[src/rtl/demux1t4_32_buf_pkg.sv]
// demux1t4_32_buf_pkg: shared widths and channel select codes for the buffered 1-to-4 demux
package demux1t4_32_buf_pkg;
   localparam int WIDTH_DEF = 32;
   localparam int CNT_W_DEF = 8;
   localparam logic [1:0] CH0 = 2'd0;
   localparam logic [1:0] CH1 = 2'd1;
   localparam logic [1:0] CH2 = 2'd2;
   localparam logic [1:0] CH3 = 2'd3;
endpackage

[src/rtl/demux1t4_32_buf_slot.sv]
// demux1t4_32_buf_slot: one-entry holding register with valid flag and wrapping accept counter
module demux1t4_32_buf_slot
   import demux1t4_32_buf_pkg::*;
#(
   parameter int WIDTH = WIDTH_DEF,
   parameter int CNT_W = CNT_W_DEF
) (
   input  logic             clk,
   input  logic             rst_n,
   input  logic             load,
   input  logic             ready,
   input  logic [WIDTH-1:0] din,
   output logic             valid,
   output logic [WIDTH-1:0] data,
   output logic [CNT_W-1:0] cnt
);
   // a load on the same edge as a drain wins, so the slot stays full
   always_ff @(posedge clk or negedge rst_n) begin
      if (!rst_n) begin
         valid <= 1'b0;
         data  <= '0;
         cnt   <= '0;
      end else if (load) begin
         valid <= 1'b1;
         data  <= din;
         cnt   <= cnt + 1'b1;
      end else if (valid && ready) begin
         valid <= 1'b0;
      end
   end
endmodule

[src/rtl/demux1t4_32_buf.sv]
// demux1t4_32_buf: routes one input word to one of four buffered valid/ready channels
module demux1t4_32_buf
   import demux1t4_32_buf_pkg::*;
#(
   parameter int WIDTH = WIDTH_DEF,
   parameter int CNT_W = CNT_W_DEF
) (
   input  logic               clk,
   input  logic               rst_n,
   input  logic [1:0]         s,
   input  logic               i_valid,
   input  logic [WIDTH-1:0]   i_data,
   output logic               i_ready,
   output logic [3:0]         o_valid,
   input  logic [3:0]         o_ready,
   output logic [WIDTH-1:0]   o_data0,
   output logic [WIDTH-1:0]   o_data1,
   output logic [WIDTH-1:0]   o_data2,
   output logic [WIDTH-1:0]   o_data3,
   output logic [4*CNT_W-1:0] cnt
);
   logic [3:0]       load;
   logic [WIDTH-1:0] data_q [4];
   // i_ready deliberately ignores i_valid so the producer can probe before committing
   assign i_ready = !o_valid[s] || o_ready[s];
   genvar k;
   generate
      for (k = 0; k < 4; k++) begin : g_slot
         assign load[k] = i_valid && i_ready && (s == 2'(k));
         demux1t4_32_buf_slot #(.WIDTH(WIDTH), .CNT_W(CNT_W)) u_slot (
            .clk   (clk),
            .rst_n (rst_n),
            .load  (load[k]),
            .ready (o_ready[k]),
            .din   (i_data),
            .valid (o_valid[k]),
            .data  (data_q[k]),
            .cnt   (cnt[k*CNT_W +: CNT_W])
         );
      end
   endgenerate
   assign o_data0 = data_q[CH0];
   assign o_data1 = data_q[CH1];
   assign o_data2 = data_q[CH2];
   assign o_data3 = data_q[CH3];
endmodule

[config.mk]
export PLATFORM = sky130hd
export DESIGN_NAME = demux1t4_32_buf
export DESIGN_NICKNAME = d
export VERILOG_FILES = /design/src/rtl/demux1t4_32_buf_pkg.sv /design/src/rtl/demux1t4_32_buf_slot.sv /design/src/rtl/demux1t4_32_buf.sv
export SDC_FILE = /design/constraint.sdc
export NUM_CORES = 1
export LEC_CHECK = 0
export CAP_MARGIN = 25
export CORE_ASPECT_RATIO = 0.75
export CORE_UTILIZATION = 35
export CTS_BUF_LIST = sky130_fd_sc_hd__clkbuf_8
export CTS_CLUSTER_DIAMETER = 50
export CTS_CLUSTER_SIZE = 8
export DETAILED_ROUTE_END_ITERATION = 12
export GPL_ROUTABILITY_DRIVEN = 0
export PLACE_DENSITY = 0.62
export SLEW_MARGIN = 10
export SYNTH_ARGS = -nofsm -noshare
export SYNTH_HDL_FRONTEND = slang
export SYNTH_HIERARCHICAL = 1
export SYNTH_SLANG_ARGS = --single-unit
[constraint.sdc]
create_clock -name clk -period 3.15 [get_ports clk]
set_clock_uncertainty 0.05 [all_clocks]
set_input_delay 0.63 -clock clk [delete_from_list [all_inputs] [get_ports clk]]
set_output_delay 0.63 -clock clk [all_outputs]
set_load 0.05 [all_outputs]
* After elaboration in Yosys (flattened, before gate mapping) *
Index checks and enable logic that the tools add are counted.
W data, S select, Z words.

cells by class
  add/sub/neg operators = 4
  order comparisons = 1
  equality and inequality tests = 3
  muxes and demuxes = 12
  reduce and logical (&&, ||, !) cells = 16

operators with widths
  kind                   count
  $add A8 B1 Y8 const B  4
  $mux W1                10
  $logic_and A1 B1 Y1    9
  $reduce_bool A2 Y1     4
  $bmux W1 S2            2
  $eq A2 B2 Y1 const B   2
  $lt A2 B3 Y1 const B   1
  $eq A2 B1 Y1 const B   1
  $logic_not A2 Y1       1
  $logic_not A1 Y1       1
  $logic_or A1 B1 Y1     1

word-level totals
  register bits = 164
  input port bits = 41
  logic and storage cells = 48

* Logic depth before layout (Yosys ltp) *
Gate-level depths: netlist of the first run.

  depth after elaboration = 7
  mapped depth = 6
  mapped depth without buffers = 5

* Modules after synthesis *
Netlist of the first run, hierarchy kept.

modules (own cells, without submodules)
  module                instances  cells each  area an instance (um2)  sequential area each (um2)
  demux1t4_32_buf_slot  4          97          1565.3                  1026.0
  demux1t4_32_buf       1          9           101.3                   0.0

* Least setup slack after synthesis of the first run *
Ideal clock, no wire load.

  kind = input to output
  from = input o_ready[3]
  to = output i_ready
  arrival time = 1.382 ns
  required time = 2.470 ns
  setup slack = 1.088 ns
  stages on the path = 2
  path through = nand2b_4 mux4_2

between the ends
  word-level cells in the longest chain between the ends = 3

ends and longest elaborated chain
  what                           line                   source
  from (decl)                    demux1t4_32_buf.sv:15  input logic [3:0] o_ready,
  $bmux W1 S2                    demux1t4_32_buf.sv:25  assign i_ready = !o_valid[s] || o_ready[s];
  $mux W1 (not written as such)  demux1t4_32_buf.sv:25
  $logic_or A1 B1 Y1             demux1t4_32_buf.sv:25
  to (decl)                      demux1t4_32_buf.sv:13  output logic i_ready,

Every way passes these cells. The select of a mux whose other input is x is not followed.

* Worst setup path after layout of the first run *
  from = input s[1]
  to = output i_ready

between the ends
  word-level cells in the longest chain between the ends = 4
  elaborated cells between the ends (all ways) = 6

ends and longest elaborated chain
  what                           line                   source
  from (decl)                    demux1t4_32_buf.sv:10  input logic [1:0] s,
  $bmux W1 S2                    demux1t4_32_buf.sv:25
  $mux W1 (not written as such)  demux1t4_32_buf.sv:25
  $logic_not A1 Y1               demux1t4_32_buf.sv:25
  $logic_or A1 B1 Y1 *           demux1t4_32_buf.sv:25

Every way passes the cells marked *; elsewhere a longest branch is shown, timed or not. The select of a mux whose other input is x is not followed.

==> results of run 1 <==
[metal layers]
| layer | routed length (um) | vias up | share of wire | global-route usage |
|---|---|---|---|---|
| met5 | 0 | - | 0 | 0 |
| met4 | 178 | 0 | 0.012 | 0.0479 |
| met3 | 1370 | 16 | 0.091 | 0.0755 |
| met2 | 6740 | 139 | 0.45 | 0.254 |
| met1 | 6710 | 2062 | 0.45 | 0.221 |
| li1 | - | 1830 | - | - |
[through the flow]
stage / cell area, sq um / std cells / setup WS [ns] / hold slack (ns)
final: 9060 / 865 / 0.513 / 0.114
after global routing: 9060 / 865 / 0.472 / 0.122
after CTS: 9060 / 865 / 0.511 / 0.109
after detailed placement: 8710 / 834 / 0.511 / 0.411
after global placement: 8710 / 834 / 0.531 / 0.410
after floorplan: 6360 / 397 / 1.09 / 0.284
[cells by family after synthesis]
group / after synthesis
adder cells (fa/ha/maj): 4
XOR/XNOR: 28
AO/OA/AOI/OAI: 4
multiplexers: 133
buffers and inverters: 20
flip-flops: 164
AND/OR/NAND/NOR: 44
[cell type report]
type,instances,share of cell area
well taps,242,0.0334
inverters,4,0.00166
multi-input cells,213,0.235
repair buffers,211,0.238
clock inverters,13,0.0109
clock buffers,18,0.0273
flip-flops and latches,164,0.453
[power groups by stage]
stage / logic (W) / registers [W] / clock network [W]
2_1_floorplan: 0.000496 / 0.00453 / 0
3_5_place_dp: 0.00333 / 0.00296 / 0
6_report: 0.00332 / 0.00291 / 0.00136
4_1_cts: 0.00334 / 0.00292 / 0.00143
3_3_place_gp: 0.00330 / 0.00294 / 0
5_1_grt: 0.00345 / 0.00298 / 0.00152
[layout by cell type (no fill, tap or decap), types with 5 or more instances in the layout]
master and instances:
clkbuf_8 18, clkdlybuf4s50_1 203, xnor2_1 12, buf_12 5
dfrtp_1 164, inv_6 5, mux2_2 132, xor2_1 16
nand2_1 8, nor2_1 12, nand4_1 12, clkinvlp_4 6
[worst max-delay path, stage by stage]
cell             delay [ns]
clkdlybuf4s50_1        0.60
mux4_2                 0.53
buf_4                  0.20
[sequential cells by signal, summed over array words and instances (netlist names)]
register and flops:
g_slot.u_slot/valid 4, g_slot.u_slot/data 128, g_slot.u_slot/cnt 32
[final timing paths]
kind                                    startpoint                        end  slack, ns  depth (start not counted)
min in group clk           g_slot[2].u_slot/cnt[7]    g_slot[2].u_slot/cnt[7]       0.43                          1
setup / recovery                              s[1]                    i_ready       0.51                          3
hold reg to reg            g_slot[2].u_slot/cnt[7]    g_slot[2].u_slot/cnt[7]       0.43                          1
max in group asynchronous                    rst_n    g_slot[2].u_slot/cnt[3]       2.09                          2
setup reg to reg            g_slot[0].u_slot/valid    g_slot[0].u_slot/cnt[5]       1.48                          6
hold / removal                               rst_n  g_slot[2].u_slot/data[31]       0.11                          1
==> impl_metrics.ini, run 1 <==
[run_status]
status = completed

[clock_network]
cts_sinks = 164
cts-root-buf = clkbuf_8
ctsHoldBuffers = 0
cts_setup_buffers = 0
max-clock-path-buffers = 2
clk_latency_ns = 0.44
ctsResizeCount = 0
htreeDepth = 4
numCtsBuffers = 17
clk_pin_slew_ns = 0.10
tritoncts = done

[sta]
finalSetupTns_ns = 0
hold_violations = 0
rsz0062_at_grt = false
max_freq_mhz = 379
slew_headroom = 0.564
fin_crit_ns = 2.64
final_max_slew_viol_count = 0
tightest_slew_ns = 0.655
finalSetupViolCount = 0
finalCritPeriodShare = 0.837

[logic_synthesis]
ys_warn_count = 6
synthSimpleGateAreaFrac = 0.0439
yosysTopAreaCell = dfrtp_1
synth_xor_xnor_area_share = 0.0385
synth_compound_area_frac = 0.00472
synthArstFlopShare = 1.00
synth_edf_count = 0
synth_area_per_cell_sq_um = 16.0
seq_area_frac_synth = 0.645
syn_inst = 397
yosys.area.top_type_share = 0.645
yosys-mux-area-fraction = 0.237
ys_types = 19
synth_fa_ha_area_frac = 0.00787
syn_area_sq_um = 6360
syn-num-nets = 442
ys_top_cells_by_count = dfrtp_1 (164), mux2_2 (132), xor2_1 (16)
synth_ff_type = dfrtp_1
yosysMostFrequentCell = dfrtp_1
ys_ff_latch = 164
synth_area_leaders = dfrtp_1 (65%), mux2_2 (23%), xor2_1 (2.2%), xnor2_1 (1.7%), buf_6 (1.4%)
synth_top_family_by_area = multiplexers

[drt]
ant_nets = 0
num_vias = 4047
postRouteWirelength_um = 15000
dr.pass1.iters = 4
drt_iter0_drc = 165
drt_drc_violations_left = 0
routed_via_density = 4.68
wire_per_inst_um = 17.3

[global_routing]
globalRouteOverflowTotal = 0
antenna_found_initial = 0
grt_usage = 0.170
grt_pass1_vias = 4267
grt_max_degree = 77
grt_first_pass_wirelength_um = 23900

[final_layout]
layout-drive-gt1-share = 0.292
diodes = 0
finalNetCount = 656
register_area_sq_um = 4100
n_fill_cell = 1513
multi_input_area_sq_um = 2130
utilization = 0.512
area_growth_pct = 42.4

[floorplan]
dieArea_sq_um = 18700
core_area_sq_um = 17700
chipWidth_um = 158
initial_utilization = 0.359
num_rows = 42
ios = 206
fp.dieH_um = 119

[power]
p_comb_frac = 0.437
pwr-share-clk = 0.180
p_sw_frac = 0.434
peakVddDrop_mv = 0.410
power.total_w = 0.00759
power.density_nw_per_um2 = 838
power.switching_w = 0.00329
p_leak_nw = 3.83
pwr-share-seq = 0.384
internal-power_w = 0.00430

[run]
maxCapViolCount = 0

[critical_path]
crit_type = in2out
cp.arrival_ns = 1.96
critPathCaptureType = output pin
crit_required_ns = 2.47
crit_fanout = 5
start_kind = input port

[placement]
dp_hpwl_um = 10000
port_buffers = 205

[hold_path]
hp-class = in2async
Note: power is estimated with default switching activity, not from simulation.
==> run 2, diff against run 1 <==
- PLACE_DENSITY: 0.62 -> 0.64
- clock period: 3.15 -> 2.4 ns (I/O delays scaled with it)
==> run 2 against run 1 <==
Against the previous run:
- power is 32% higher
- clock power up 37%
- worst hold slack gained 0.31 ns
- wire length increased by 0.47%
- critical path depth decreased by 2
==> impl_metrics.ini, run 2 (same netlist as run 1, synthesis figures left out) <==
[critical_path]
cpPeakStageDelay_ns = 0.88
critPathCaptureType = output pin
reg2reg_depth = 6
r2r_slack_ns = 0.76
start_kind = register
rr_endpoint = g_slot[0].u_slot/cnt[5]
crit_fanout = 5
crit_required_ns = 1.87
cp.arrival_ns = 1.78
critical_path.cell_chain = clkdlybuf4s50_1
rr_startpoint = g_slot[0].u_slot/valid
critPathBufInv = 1
slowest_stage = clkdlybuf4s50_1
cpLargestDelayFamily = buffers and inverters
crit_type = reg2out

[final_layout]
final_cell_mix = clkdlybuf4s50_1 (202), dfrtp_1 (164), mux2_2 (132)
area_growth_pct = 44.5
utilization = 0.519
regMostFlops = g_slot.u_slot/data
finalNetCount = 664
largest_register_ffs = 128
largest_registers = g_slot.u_slot/data: 128 flops, g_slot.u_slot/cnt: 32 flops, g_slot.u_slot/valid: 4 flops
layout-drive-gt1-share = 0.299
mostFrequentLayoutCell = clkdlybuf4s50_1
design_area_sq_um = 9200
n_fill_cell = 1504
diodes = 0

[power]
power.density_nw_per_um2 = 1090
peakVddDrop_mv = 0.652
p_leak_nw = 3.93

[global_routing]
grt_first_pass_wirelength_um = 23700
grt_max_degree = 60
antenna_found_initial = 0
grt_pass1_vias = 4190
globalRouteOverflowTotal = 0
grt_usage = 0.168

[sta]
hold_violations = 0
final_max_slew_viol_count = 0
slew_headroom = 0.607
finalCritPeriodShare = 0.964
finalSetupViolCount = 0
finalSetupTns_ns = 0
holdWs_ns = 0.422
fin_crit_ns = 2.31
max_freq_mhz = 432
worst_slack_ns = 0.0864
tightest_slew_ns = 0.589
rsz0062_at_grt = false

[clock_network]
htreeDepth = 4
cts_setup_buffers = 0
max-clock-path-buffers = 2
tritoncts = done
numCtsBuffers = 17
clk_latency_ns = 0.45
cts-root-buf = clkbuf_8
cts_sinks = 164
clk_pin_slew_ns = 0.09

[placement]
dp_hpwl_um = 10500
port_buffers = 205
place_area_sq_um = 8810
pre_cts_ws_ns = 0.0599

[floorplan]
initial_utilization = 0.359
chipWidth_um = 158
num_rows = 42
core_area_sq_um = 17700
dieArea_sq_um = 18700
fp.dieH_um = 119
ios = 206

[run_status]
status = completed

[hold_path]
hp-class = reg2reg
holdPathStages = 1
hold_end = g_slot[2].u_slot/cnt[7]
hold_start = g_slot[2].u_slot/cnt[7]

[drt]
drt_iter0_drc = 120
wire_per_inst_um = 17.2
routed_via_density = 4.61
dr.pass1.iters = 4
drt_drc_violations_left = 0
ant_nets = 0
postRouteWirelength_um = 15100
num_vias = 4026

[run]
maxCapViolCount = 0
==> run 2: changes by cell type in the layout (fill, tap and decap cells not counted) <==
| cell | change |
|---|---|
| inv_6 | -1 |
| dlygate4sd3_1 | +1 |
| dlymetal6s2s_1 | +1 |
| clkinvlp_4 | -5 |
| buf_12 | +4 |
| inv_8 | +3 |
| inv_1 | +1 |
| clkinv_4 | +4 |
| buf_4 | +3 |
| clkinv_2 | -1 |
| clkdlybuf4s50_1 | -1 |
==> run 2: layer usage <==
metal  global-route usage  routed length, um
met5                    0                  0
met4               0.0370                 81
met3               0.0678               1180
met2                0.258               6900
met1                0.220               6900
==> run 2: worst max path at each step <==
stage	end	from	slack [ns]	cells after the start
after floorplan	g_slot[0].u_slot/data[15]	g_slot[0].u_slot/valid	0.50	5
after global placement	g_slot[0].u_slot/cnt[5]	s[1]	0.10	7
after detailed placement	g_slot[0].u_slot/cnt[6]	s[1]	0.06	7
after CTS	cnt[16]	g_slot[2].u_slot/cnt[0]	0.03	1
after global routing	cnt[16]	g_slot[2].u_slot/cnt[0]	0.002	1
final	cnt[16]	g_slot[2].u_slot/cnt[0]	0.09	1
==> run 2: layout make-up <==
type	count	area, sq um	area share
Tap cell	242	303	0.0329
Timing Repair Buffer	219	2270	0.247
Clock buffer	18	248	0.0269
Multi-Input combinational cell	213	2130	0.232
Inverter	4	15.0	0.00163
Clock inverter	14	120	0.0131
Sequential cell	164	4100	0.446
==> run 2: timing repair <==
action / 4_1_cts / 5_1_grt
hold buffers: 1 / 0
endpoints found under the setup margin: 0 / 1
hold endpoints to repair: 54 / 0
resized for setup: 0 / 1
==> run 2: stage by stage <==
stage / power, W / std cells
6_report: 0.0101 / 874
3_5_place_dp: 0.00827 / 841
3_3_place_gp: 0.00821 / 841
5_1_grt: 0.0105 / 874
2_1_floorplan: 0.00660 / 397
4_1_cts: 0.0102 / 874
==> run 2: report_power, final <==
| group | internal (W) | switching (W) |
|---|---|---|
| Sequential | 0.00336 | 0.000490 |
| Combinational | 0.00155 | 0.00279 |
| Clock | 0.000778 | 0.00109 |
| Total | 0.00569 | 0.00437 |
==> run 3, diff against run 2 <==
- CTS_CLUSTER_SIZE: 8 -> unset
==> results of run 3 <==
Final layout, timing and power as in run 2 (identical DEF).
